`config.mk`:
```
export PLATFORM = sky130hd
export DESIGN_NAME = serializer_arbiter
export DESIGN_NICKNAME = d
export VERILOG_FILES = /design/src/rtl/serializer_arbiter.sv
export SDC_FILE = /design/constraint.sdc
export NUM_CORES = 1
export LEC_CHECK = 0
export CAP_MARGIN = 15
export CELL_PAD_IN_SITES_DETAIL_PLACEMENT = 1
export CELL_PAD_IN_SITES_GLOBAL_PLACEMENT = 1
export CORE_ASPECT_RATIO = 0.9
export CORE_MARGIN = 2
export CORE_UTILIZATION = 25
export DETAILED_ROUTE_END_ITERATION = 8
export PLACE_DENSITY_LB_ADDON = 0.12
export SETUP_SLACK_MARGIN = 0.3
export SLEW_MARGIN = 20
export SYNTH_ARGS = -nofsm -noshare
export SYNTH_HDL_FRONTEND = slang
export SYNTH_SLANG_ARGS = --single-unit
```
`constraint.sdc`:
```
create_clock -name clk -period 2.4 [get_ports clk]
set_clock_uncertainty 0.15 [all_clocks]
set_input_delay 0.36 -clock clk [delete_from_list [all_inputs] [get_ports clk]]
set_output_delay 0.36 -clock clk [all_outputs]
set_load 0.005 [all_outputs]
```
`src/rtl/serializer_arbiter.sv`:
```
// Round-robin arbiter sharing one NUM_WORDS x WIDTH serializer between NUM_REQ requesters.
// Captures the winner's parallel word, pulses the serializer load strobe, then waits out the burst.
module serializer_arbiter #(
    parameter  int WIDTH     = 8,
    parameter  int NUM_WORDS = 4,
    parameter  int NUM_REQ   = 4,
    localparam int IDW       = (NUM_REQ > 1) ? $clog2(NUM_REQ) : 1,
    localparam int P         = NUM_WORDS * WIDTH
) (
    input  logic                   clk,
    input  logic                   i_reset_n,
    input  logic                   i_enable,
    input  logic [NUM_REQ-1:0]     i_req,
    input  logic [NUM_REQ*P-1:0]   i_data,
    output logic [NUM_REQ-1:0]     o_ack,
    output logic [P-1:0]           o_ser_data,
    output logic                   o_ser_dv,
    output logic [IDW-1:0]         o_ser_id,
    output logic                   o_busy
);

    // state | meaning
    // IDLE  | arbitrating; grant captured on the edge leaving IDLE
    // LOAD  | one cycle: o_ser_dv and o_ack[winner] high
    // BUSY  | NUM_WORDS cycles while the serializer shifts the word out
    localparam int CW = $clog2(NUM_WORDS + 1);

    typedef enum logic [1:0] {
        IDLE = 2'd0,
        LOAD = 2'd1,
        BUSY = 2'd2
    } state_t;

    state_t               state_q, state_d;
    logic [IDW-1:0]       ptr_q, ptr_d;
    logic [CW-1:0]        cnt_q, cnt_d;
    logic [NUM_REQ-1:0]   ack_q, ack_d;
    logic [P-1:0]         data_q, data_d;
    logic                 dv_q, dv_d;
    logic [IDW-1:0]       id_q, id_d;

    logic                 found;
    logic                 grant;
    logic [IDW-1:0]       win;
    logic [IDW-1:0]       scan_idx;
    int                   scan;
    logic [P-1:0]         win_data;

    // Scan ptr, ptr+1, ... wrapping; first set request wins.
    always_comb begin
        found    = 1'b0;
        win      = '0;
        scan     = 0;
        scan_idx = '0;
        for (int i = 0; i < NUM_REQ; i++) begin
            scan = int'(ptr_q) + i;
            if (scan >= NUM_REQ) scan = scan - NUM_REQ;
            scan_idx = IDW'(scan);
            if (!found && i_req[scan_idx]) begin
                found = 1'b1;
                win   = scan_idx;
            end
        end
    end

    always_comb begin
        win_data = '0;
        for (int k = 0; k < NUM_REQ; k++) begin
            if (IDW'(k) == win) win_data = i_data[k*P +: P];
        end
    end

    assign grant = (state_q == IDLE) && i_enable && found;

    always_ff @(posedge clk or negedge i_reset_n) begin
        if (!i_reset_n) begin
            state_q <= IDLE;
            ptr_q   <= '0;
            cnt_q   <= '0;
            ack_q   <= '0;
            data_q  <= '0;
            dv_q    <= 1'b0;
            id_q    <= '0;
        end else begin
            state_q <= state_d;
            ptr_q   <= ptr_d;
            cnt_q   <= cnt_d;
            ack_q   <= ack_d;
            data_q  <= data_d;
            dv_q    <= dv_d;
            id_q    <= id_d;
        end
    end

    always_comb begin
        state_d = state_q;
        ptr_d   = ptr_q;
        cnt_d   = cnt_q;
        case (state_q)
            IDLE: begin
                if (grant) begin
                    state_d = LOAD;
                    ptr_d   = (win == IDW'(NUM_REQ - 1)) ? '0 : win + 1'b1;
                end
            end
            LOAD: begin
                state_d = BUSY;
                cnt_d   = CW'(NUM_WORDS);
            end
            BUSY: begin
                cnt_d = cnt_q - 1'b1;
                if (cnt_q == CW'(1)) state_d = IDLE;
            end
            default: state_d = IDLE;
        endcase
    end

    // Word and id are held from one grant to the next so they stay stable over the burst.
    always_comb begin
        ack_d  = '0;
        dv_d   = 1'b0;
        data_d = data_q;
        id_d   = id_q;
        if (grant) begin
            ack_d[win] = 1'b1;
            dv_d       = 1'b1;
            data_d     = win_data;
            id_d       = win;
        end
    end

    assign o_ack      = ack_q;
    assign o_ser_data = data_q;
    assign o_ser_dv   = dv_q;
    assign o_ser_id   = id_q;
    assign o_busy     = (state_q != IDLE);

endmodule

```
* Yosys cells after proc, flatten, opt, wreduce, memory -nomap -nowiden *
Index checks and enable logic that the tools add are counted.
Widths: inputs -> output; s select.

operators by class
  add/subtract/negate cells = 9
  $lt $le $gt $ge = 10
  equality and inequality tests = 9
  mux-type cells = 33
  reductions and logical operators = 15

operators by type and width
  cell                 count
  $mux 32              4
  $mux 2               11
  $lt 2x3->1 const B   5
  $mux 1               10
  $ge 3x3->1 const B   3
  $bmux 1 s2           4
  $sub 2x1->2 const B  4
  $add 2x2->3 const B  2
  $logic_and 1x1->1    6
  $pmux 2 s3           1
  $pmux 3 s2           1
  $eq 2x2->1 const A   2
  $eq 2x2->1 const B   2
  $logic_not 2->1      2
  $mux 4               1
  $ne 2x2->1 const B   2
  $reduce_and 2->1     2
  $reduce_bool 2->1    2
  $add 2x1->3 const B  1
  $eq 3x1->1 const B   1
  $ge 2x3->1 const B   1
  $logic_not 1->1      3
  $sub 3x1->3 const B  1
  $add 2x1->2 const B  1
  other kinds (4)      4

storage, ports and cells
  register bits = 46
  input bits = 135
  output and inout port bits = 40

* Longest topological paths before layout *
Gate-level depths: netlist of run 1.

  depth after elaboration = 19
  mapped depth = 9
  mapped depth without buffers = 7

* Worst setup path before layout of run 1 *
No wires, ideal clock.

  path kind = register to register
  start = reg ptr_q[1]
  end = reg data_q[20] (netlist: o_ser_data[20])
  library setup time = 82 ps
  arrival = 2150 ps
  required time = 2168 ps
  setup slack = 18 ps
  cell stages (with the launch flop) = 10
  cell sequence = dfrtp_1 mux2_2 a2bb2oi_1 and3_1 ha_1 buf_2 clkbuf_1 nand3b_1 a221o_1 a31oi_1

between the ends
  word-level cells in the longest chain between the ends = 19

RTL lines
  element                                                               line  source
  start, declared                                                       35    logic [IDW-1:0] ptr_q, ptr_d;
  start signal, assigned                                                86    ptr_q <= ptr_d;
  parallel branches: the longest is 13 deep, another holds $add 2x1->3  --
  $mux 2 (*)                                                            59    if (!found && i_req[scan_idx]) begin
  named net win[0]                                                      44    logic [IDW-1:0] win;
  $logic_not 2->1                                                       69    if (IDW'(k) == win) win_data = i_data[k*P +: P];
  $mux 32 (3 in a row)                                                  69
  $mux 32 (*)                                                           69
  end signal, assigned                                                  89    data_q <= data_d;
  end, declared                                                         38    logic [P-1:0] data_q, data_d;

Mark *: on every way through the listed nets, which the timed path passes. The select of a mux whose other input is x is not followed.
A chain may end at the register's enable or synchronous reset.

* Worst setup path in the final report of run 1 *
  start = reg ptr_q[0]
  end = reg data_q[26] (netlist: o_ser_data[26])

between the ends
  word-level cells in the longest chain between the ends = 19

RTL lines
  element
  parallel branches: the longest is 19 deep, another holds $add 2x1->3

Several ways; the timed one is not identified. The select of a mux whose other input is x is not followed.

==> results of run 1 <==
## worst reg2reg max path: stages, from the launching register on
cell,delay (ps)
dfrtp_2,460
nand4b_1,170
o31ai_4,100
or3_4,390
ha_4,210
buf_12,150
nand3b_1,150
a221o_1,310
a31oi_1,200
## area by class of cell
type,count,area share
timing repair buffer,217,0.392
multi-input combinational,246,0.315
sequential,46,0.198
tap,164,0.0353
inverter,39,0.0252
clock buffer,6,0.0239
clock inverter,2,0.0103
## per-layer routing
metal / routed length (um) / share of wire / vias up
met5: 0 / 0 / -
met4: 125 / 0.0091 / 0
met3: 1040 / 0.076 / 10
met2: 6440 / 0.47 / 137
met1: 6130 / 0.45 / 1783
li1: - / - / 1721
## worst paths after layout
path / startpoint / to / cells past startpoint
min in group asynchronous: i_reset_n / o_ser_data[25] / 2
min reg2reg: o_ser_id[0] / o_ser_id[0] / 2
min: o_ser_id[0] / o_ser_id[0] / 2
max: ptr_q[0] / o_ser_data[26] / 8
max reg2reg: ptr_q[0] / o_ser_data[26] / 8
max in group asynchronous: i_reset_n / o_ser_data[6] / 3
## metrics by stage
stage,TNS [ps],power (mW),cells
2_1_floorplan,0,3.47,367
3_3_place_gp,-11960,5.03,699
3_5_place_dp,-14000,5.14,699
4_1_cts,0,6.58,719
5_1_grt,-665,7.00,720
6_report,0,6.53,720
## registers in the layout, summed over array words and instances, names as in the netlist
register,count
ptr_q,2
o_ser_id,2
cnt_q,3
o_ack,4
o_ser_data,32
state_q,2
o_ser_dv,1
## power by group
part	total [mW]	leakage (nW)	switching (mW)	internal, mW
clock	0.943	0.0971	0.317	0.626
sequential	1.42	0.538	0.268	1.15
combinational	4.16	1.68	1.85	2.31
total	6.53	2.31	2.44	4.09
## kinds of logic after synthesis
| kind of cell | Yosys count | synth area share |
|---|---|---|
| compound gates | 146 | 0.329 |
| fa+ha+maj | 10 | 0.0383 |
| buf+inv | 75 | 0.118 |
| flops | 46 | 0.352 |
| mux | 4 | 0.0149 |
| simple gates | 86 | 0.148 |
## cell usage after synthesis (4+ instances only)
cell type	number
o21ai_0	5
a21oi_2	26
buf_6	4
clkbuf_1	12
buf_2	16
dfrtp_1	46
nand3b_1	33
nand2_1	33
inv_1	38
a21oi_1	40
ha_1	10
and3_1	5
nor2_1	4
a221o_1	32
a31oi_1	32
## layout by cell type, fill, tap and decap left out, types with 2 or more instances in the layout
master,instances
a31oi_1,32
a221o_1,32
mux2_2,2
nand3b_1,33
buf_4,27
o21ai_0,5
buf_16,3
and3_1,4
clkbuf_16,5
bufinv_16,2
nand3_1,2
dfrtp_2,2
a21oi_2,26
inv_2,2
mux2_4,2
nand2b_1,3
inv_1,37
ha_1,5
nor2_1,4
ha_4,4
clkdlybuf4s50_1,169
dlygate4sd2_1,4
buf_12,11
a21oi_1,40
dfrtp_1,44
nand2_1,33
## timing repair
action / CTS / global route
cloned: 4 / 0
hold endpoints to repair: 27 / 0
gates resized for setup: 20 / 3
hold buffers: 1 / 0
endpoints found under the setup margin: 36 / 34
buffers inserted: 7 / 1
pin swaps: 10 / 4
==> results_dict.tcl, run 1 <==
set metrics [dict create \
    r2r_slack_ps 50 \
    initial_core_util 0.257 \
    worstSetupPathType "reg2reg" \
    drc 0 \
    powerDensity_mw_per_mm2 1120 \
    grt_use_met2 0.319 \
    grt_use_met1 0.256 \
    synthCells 367 \
    drt_iter0_drc 142 \
    cts.sinks 46 \
    cp_num_buf_inv 1 \
    die_x_um 124 \
    multiInputGateArea_mm2 0.00184 \
    placed_area_mm2 0.00534 \
    min_period_over_period 0.981 \
    wl_per_cell_um 19.1 \
    design_area_mm2 0.00582 \
    grt.busiest_layer "met2" \
    hold_viol_final 0 \
    antenna_cells 0 \
    synth_cell_types 37 \
    num_vias 3651 \
    wl_um 13700 \
    drt_pass1_iterations 4 \
    yosysSeqAreaShare 0.352 \
    gp_congestion 0.819 \
    crit_path_end_kind "flop" \
    fin_hold_ws_ps 367 \
    grt_util_met3 0.0615 \
    cp_data_arrival_time_ps 2420 \
    synth-edff-count 0 \
    cts_max_level 2 \
    synth_top_area_frac 0.352 \
    required_ps 2470 \
    numPortBuffers 174 \
    status "finished, final reports clean" \
    timing.max_cap.violations 0 \
    ys_async_sr_fraction 1.00 \
    dp_slack_ps -491 \
    max_freq_ghz 0.425 \
    grt_pass1_vias 3967 \
    drv_slew 0 \
    root_buffer "clkbuf_16" \
    antenna_found_initial 0 \
    clk_latency_ps 290 \
    final_nets 700 \
    hp-class "reg2reg" \
    ir_worst_vdd_mv 0.475 \
    path_delay_family "simple AND/OR/NAND/NOR gates" \
    final-setup-viol-count 0 \
    avgSynthCellArea_um2 8.90 \
    cpMaxStageDelayCell "dfrtp_2" \
    synth_nets 512 \
    grt_start_max_net_pins 34 \
    worstMarginPinSlew_ps 722 \
    grt_setup_unrepaired "yes" \
    io_pins 175 \
    worstSetupStartpointType "flop" \
    cts_buffer_depth 2 \
    synth_area_mm2 0.00327 \
    leakagePower_nw 2.31 \
    path_clk_slew_ps 70 \
    regArea_mm2 0.00115 \
    grt_use_total 0.195 \
    cts_tree "done" \
    dp_hpwl_um 9670 \
    synth_area_leaders "dfrtp_1 (35%), a221o_1 (9.8%), nand3b_1 (7.6%)" \
    rows 39 \
    die-area_mm2 0.0140 \
    ys_seq_elements 46 \
    die_y_um 112 \
    antenna_left 0 \
    ys.flop_type "dfrtp_1" \
    max_stage_delay_ps 460 \
    final_layout_size_suffix_gt1_frac 0.180 \
    fill_cells 1412 \
    coreArea_mm2 0.0127 \
    final_core_util 0.457 \
    fin_crit_ps 2350 \
    overflow 0 \
    grt_pass1_wl_um 21900 \
    synth_top_cell_by_area "dfrtp_1" \
    worstPathMaxFanout 13 \
    fin_ws_ps 45.1 \
    ys_warn_count 0 \
    numCtsBuffers 5 \
    relSlewSlack 0.519 \
    worstPathCellList "nand4b_1, o31ai_4, or3_4, ha_4, buf_12, nand3b_1, a221o_1, a31oi_1" \
    vias_per_cell 5.07 \
    syn_to_final_growth_pct 78.1 \
]
No activity file was read; power rests on OpenSTA's default activity.
==> inputs of run 2 (changes only) <==
Settings changed: CTS_CLUSTER_DIAMETER set to 120, PLACE_DENSITY_LB_ADDON 0.12 to 0.1.
==> run 2 against run 1 <==
Against the previous run: die area is the same; critical endpoint is now o_ser_data[22]; flip-flop and latch count is the same; critical path depth is the same; power shrank 4.5%; register-to-register slack gained 20 ps; combinational power shrank 2%; cell count shrank 0.14%; largest power group unchanged; via count shrank 0.71%; fmax grew 0.65%; first-iteration DRC count shrank 30%; critical path type unchanged; non-clock buffer count shrank 1.
==> results_dict.tcl, run 2 (synthesis results as in run 1) <==
set metrics [dict create \
    status "finished, final reports clean" \
    fill_cells 1474 \
    ir_worst_vdd_mv 0.445 \
    drt_iter0_drc 100 \
    cts.sinks 46 \
    path_clk_slew_ps 80 \
    met3WireLength_um 1000 \
    drv_slew 0 \
    hp-class "reg2reg" \
    clock_power_share 0.120 \
    final_nets 699 \
    r2r_slack_ps 60 \
    die_x_um 124 \
    power.switching_mw 2.44 \
    combPwrFrac 0.655 \
    max_stage_delay_ps 460 \
    overflow 0 \
    hold_start "o_ser_id[0]" \
    largest_reg_flops 32 \
    worstPathCellList "mux2_4, a2bb2oi_2, nand3_1, ha_2, buf_12, a21oi_1, a221o_1, a31oi_1" \
    dp_slack_ps -542 \
    fin_cells 719 \
    leakagePower_nw 2.26 \
    worstSetupStartpointType "flop" \
    cts_max_level 2 \
    powerDensity_mw_per_mm2 1090 \
    relSlewSlack 0.573 \
    numCtsBuffers 5 \
    worstSetupPathType "reg2reg" \
    clk_latency_ps 290 \
    required_ps 2470 \
    place_inst 702 \
    syn_to_final_growth_pct 74.3 \
    switching_share 0.391 \
    hold_depth 2 \
    grt_setup_unrepaired "yes" \
    worstPathMaxFanout 29 \
    seq_power_share 0.225 \
    max_freq_ghz 0.427 \
    dr.max_layer_used "met4" \
    gp_congestion 0.768 \
    total_power_mw 6.23 \
    cts_buffer_depth 2 \
    grt_pass1_wl_um 21500 \
    root_buffer "clkbuf_16" \
    wl_per_cell_um 18.9 \
    antenna_found_initial 0 \
    wl_met2_um 6660 \
    num_vias 3625 \
    final_common_cell "clkdlybuf4s50_1" \
    die-area_mm2 0.0140 \
    min_period_over_period 0.975 \
    intPower_mw 3.79 \
    r2r_cells 8 \
    rows 39 \
    whs_endpoint "o_ser_id[0]" \
    fin_hold_ws_ps 390 \
    timing.max_cap.violations 0 \
    drt_pass1_iterations 4 \
    wl_um 13600 \
    grt_use_total 0.191 \
    multiInputGateArea_mm2 0.00181 \
    cp_data_arrival_time_ps 2410 \
    drc 0 \
    crit-reg2reg-launch "ptr_q[1]" \
    antenna_cells 0 \
    coreArea_mm2 0.0127 \
    initial_core_util 0.257 \
    vias_per_cell 5.04 \
    regArea_mm2 0.00115 \
    final-setup-viol-count 0 \
    io_pins 175 \
    grt_pass1_vias 4099 \
    final_layout_size_suffix_gt1_frac 0.178 \
    antenna_left 0 \
    fin_ws_ps 60.2 \
    dp_hpwl_um 9930 \
    r2r_end "o_ser_data[22]" \
    worstMarginPinSlew_ps 641 \
    numPortBuffers 174 \
    cts_tree "done" \
    fin_crit_ps 2340 \
    crit_path_end_kind "flop" \
    die_y_um 112 \
    mostFrequentLayoutCells "clkdlybuf4s50_1 (169), dfrtp_1 (44), a21oi_1 (40)" \
    setup_tns_ps 0 \
    drt-met1-wl_um 5850 \
    cpMaxStageDelayCell "dfrtp_2" \
    grt_start_max_net_pins 34 \
    hold_viol_final 0 \
]
==> run 2: cell count changes in the layout (fill, tap and decap cells not counted), sizes merged <==
cell,change
bufbuf,-1
inv,+3
clkbuf,-1
bufinv,-2
==> run 2: layer usage <==
metal / vias up / GRT usage
li1: 1716 / -
met1: 1770 / 0.237
met2: 131 / 0.336
met3: 8 / 0.0567
met4: 0 / 0.0292
met5: - / 0
==> run 2: worst max-delay path by stage <==
stage	start	cells after the start	endpoint	slack (ps)
6_report	ptr_q[1]	8	o_ser_data[22]	60
2_1_floorplan	ptr_q[1]	9	o_ser_data[13]	170
3_5_place_dp	i_req[3]	9	o_ser_data[22]	-540
3_3_place_gp	i_req[3]	9	o_ser_data[22]	-440
5_1_grt	ptr_q[1]	8	o_ser_data[22]	-60
4_1_cts	ptr_q[1]	8	o_ser_data[22]	30
==> run 2: power groups by stage <==
stage               clock network (mW)  logic, mW  registers [mW]
floorplan                            0       2.05            1.42
global placement                     0       3.68            1.41
detailed placement                   0       3.82            1.43
CTS                              0.772       4.10            1.41
global route                     0.798       4.46            1.46
finish                           0.747       4.08            1.40
==> run 2: what timing repair did <==
action,4_1_cts,5_1_grt
hold buffers,1,0
endpoints found under the hold margin,23,0
setup buffers,6,1
endpoints found under the setup margin,38,34
resized for setup,16,4
pin swaps,2,1
cloned,1,0
==> run 2: final cells by class <==
type / count / share of cell area
clock buffer: 5 / 0.0220
clock inverter: 3 / 0.00461
inverter: 39 / 0.0257
multi-input combinational: 246 / 0.319
sequential: 46 / 0.203
tap: 164 / 0.0360
timing repair buffer: 216 / 0.390
==> run 2: critical path, delay by kind of cell, from the launching register on <==
kind	cells	cell delay, ps
multiplexers	1	320
buffers and inverters	1	180
AND/OR/NAND/NOR	1	150
adder cells (fa/ha/maj)	1	250
flip-flops	1	460
AO/OA/AOI/OAI	4	740
==> run 2: per-stage QoR <==
stage	instance area [um^2]	utilization
after floorplan	3310	-
after global placement	5380	0.422
after detailed placement	5380	0.422
after CTS	5680	0.446
after global routing	5690	0.447
final	5690	0.447
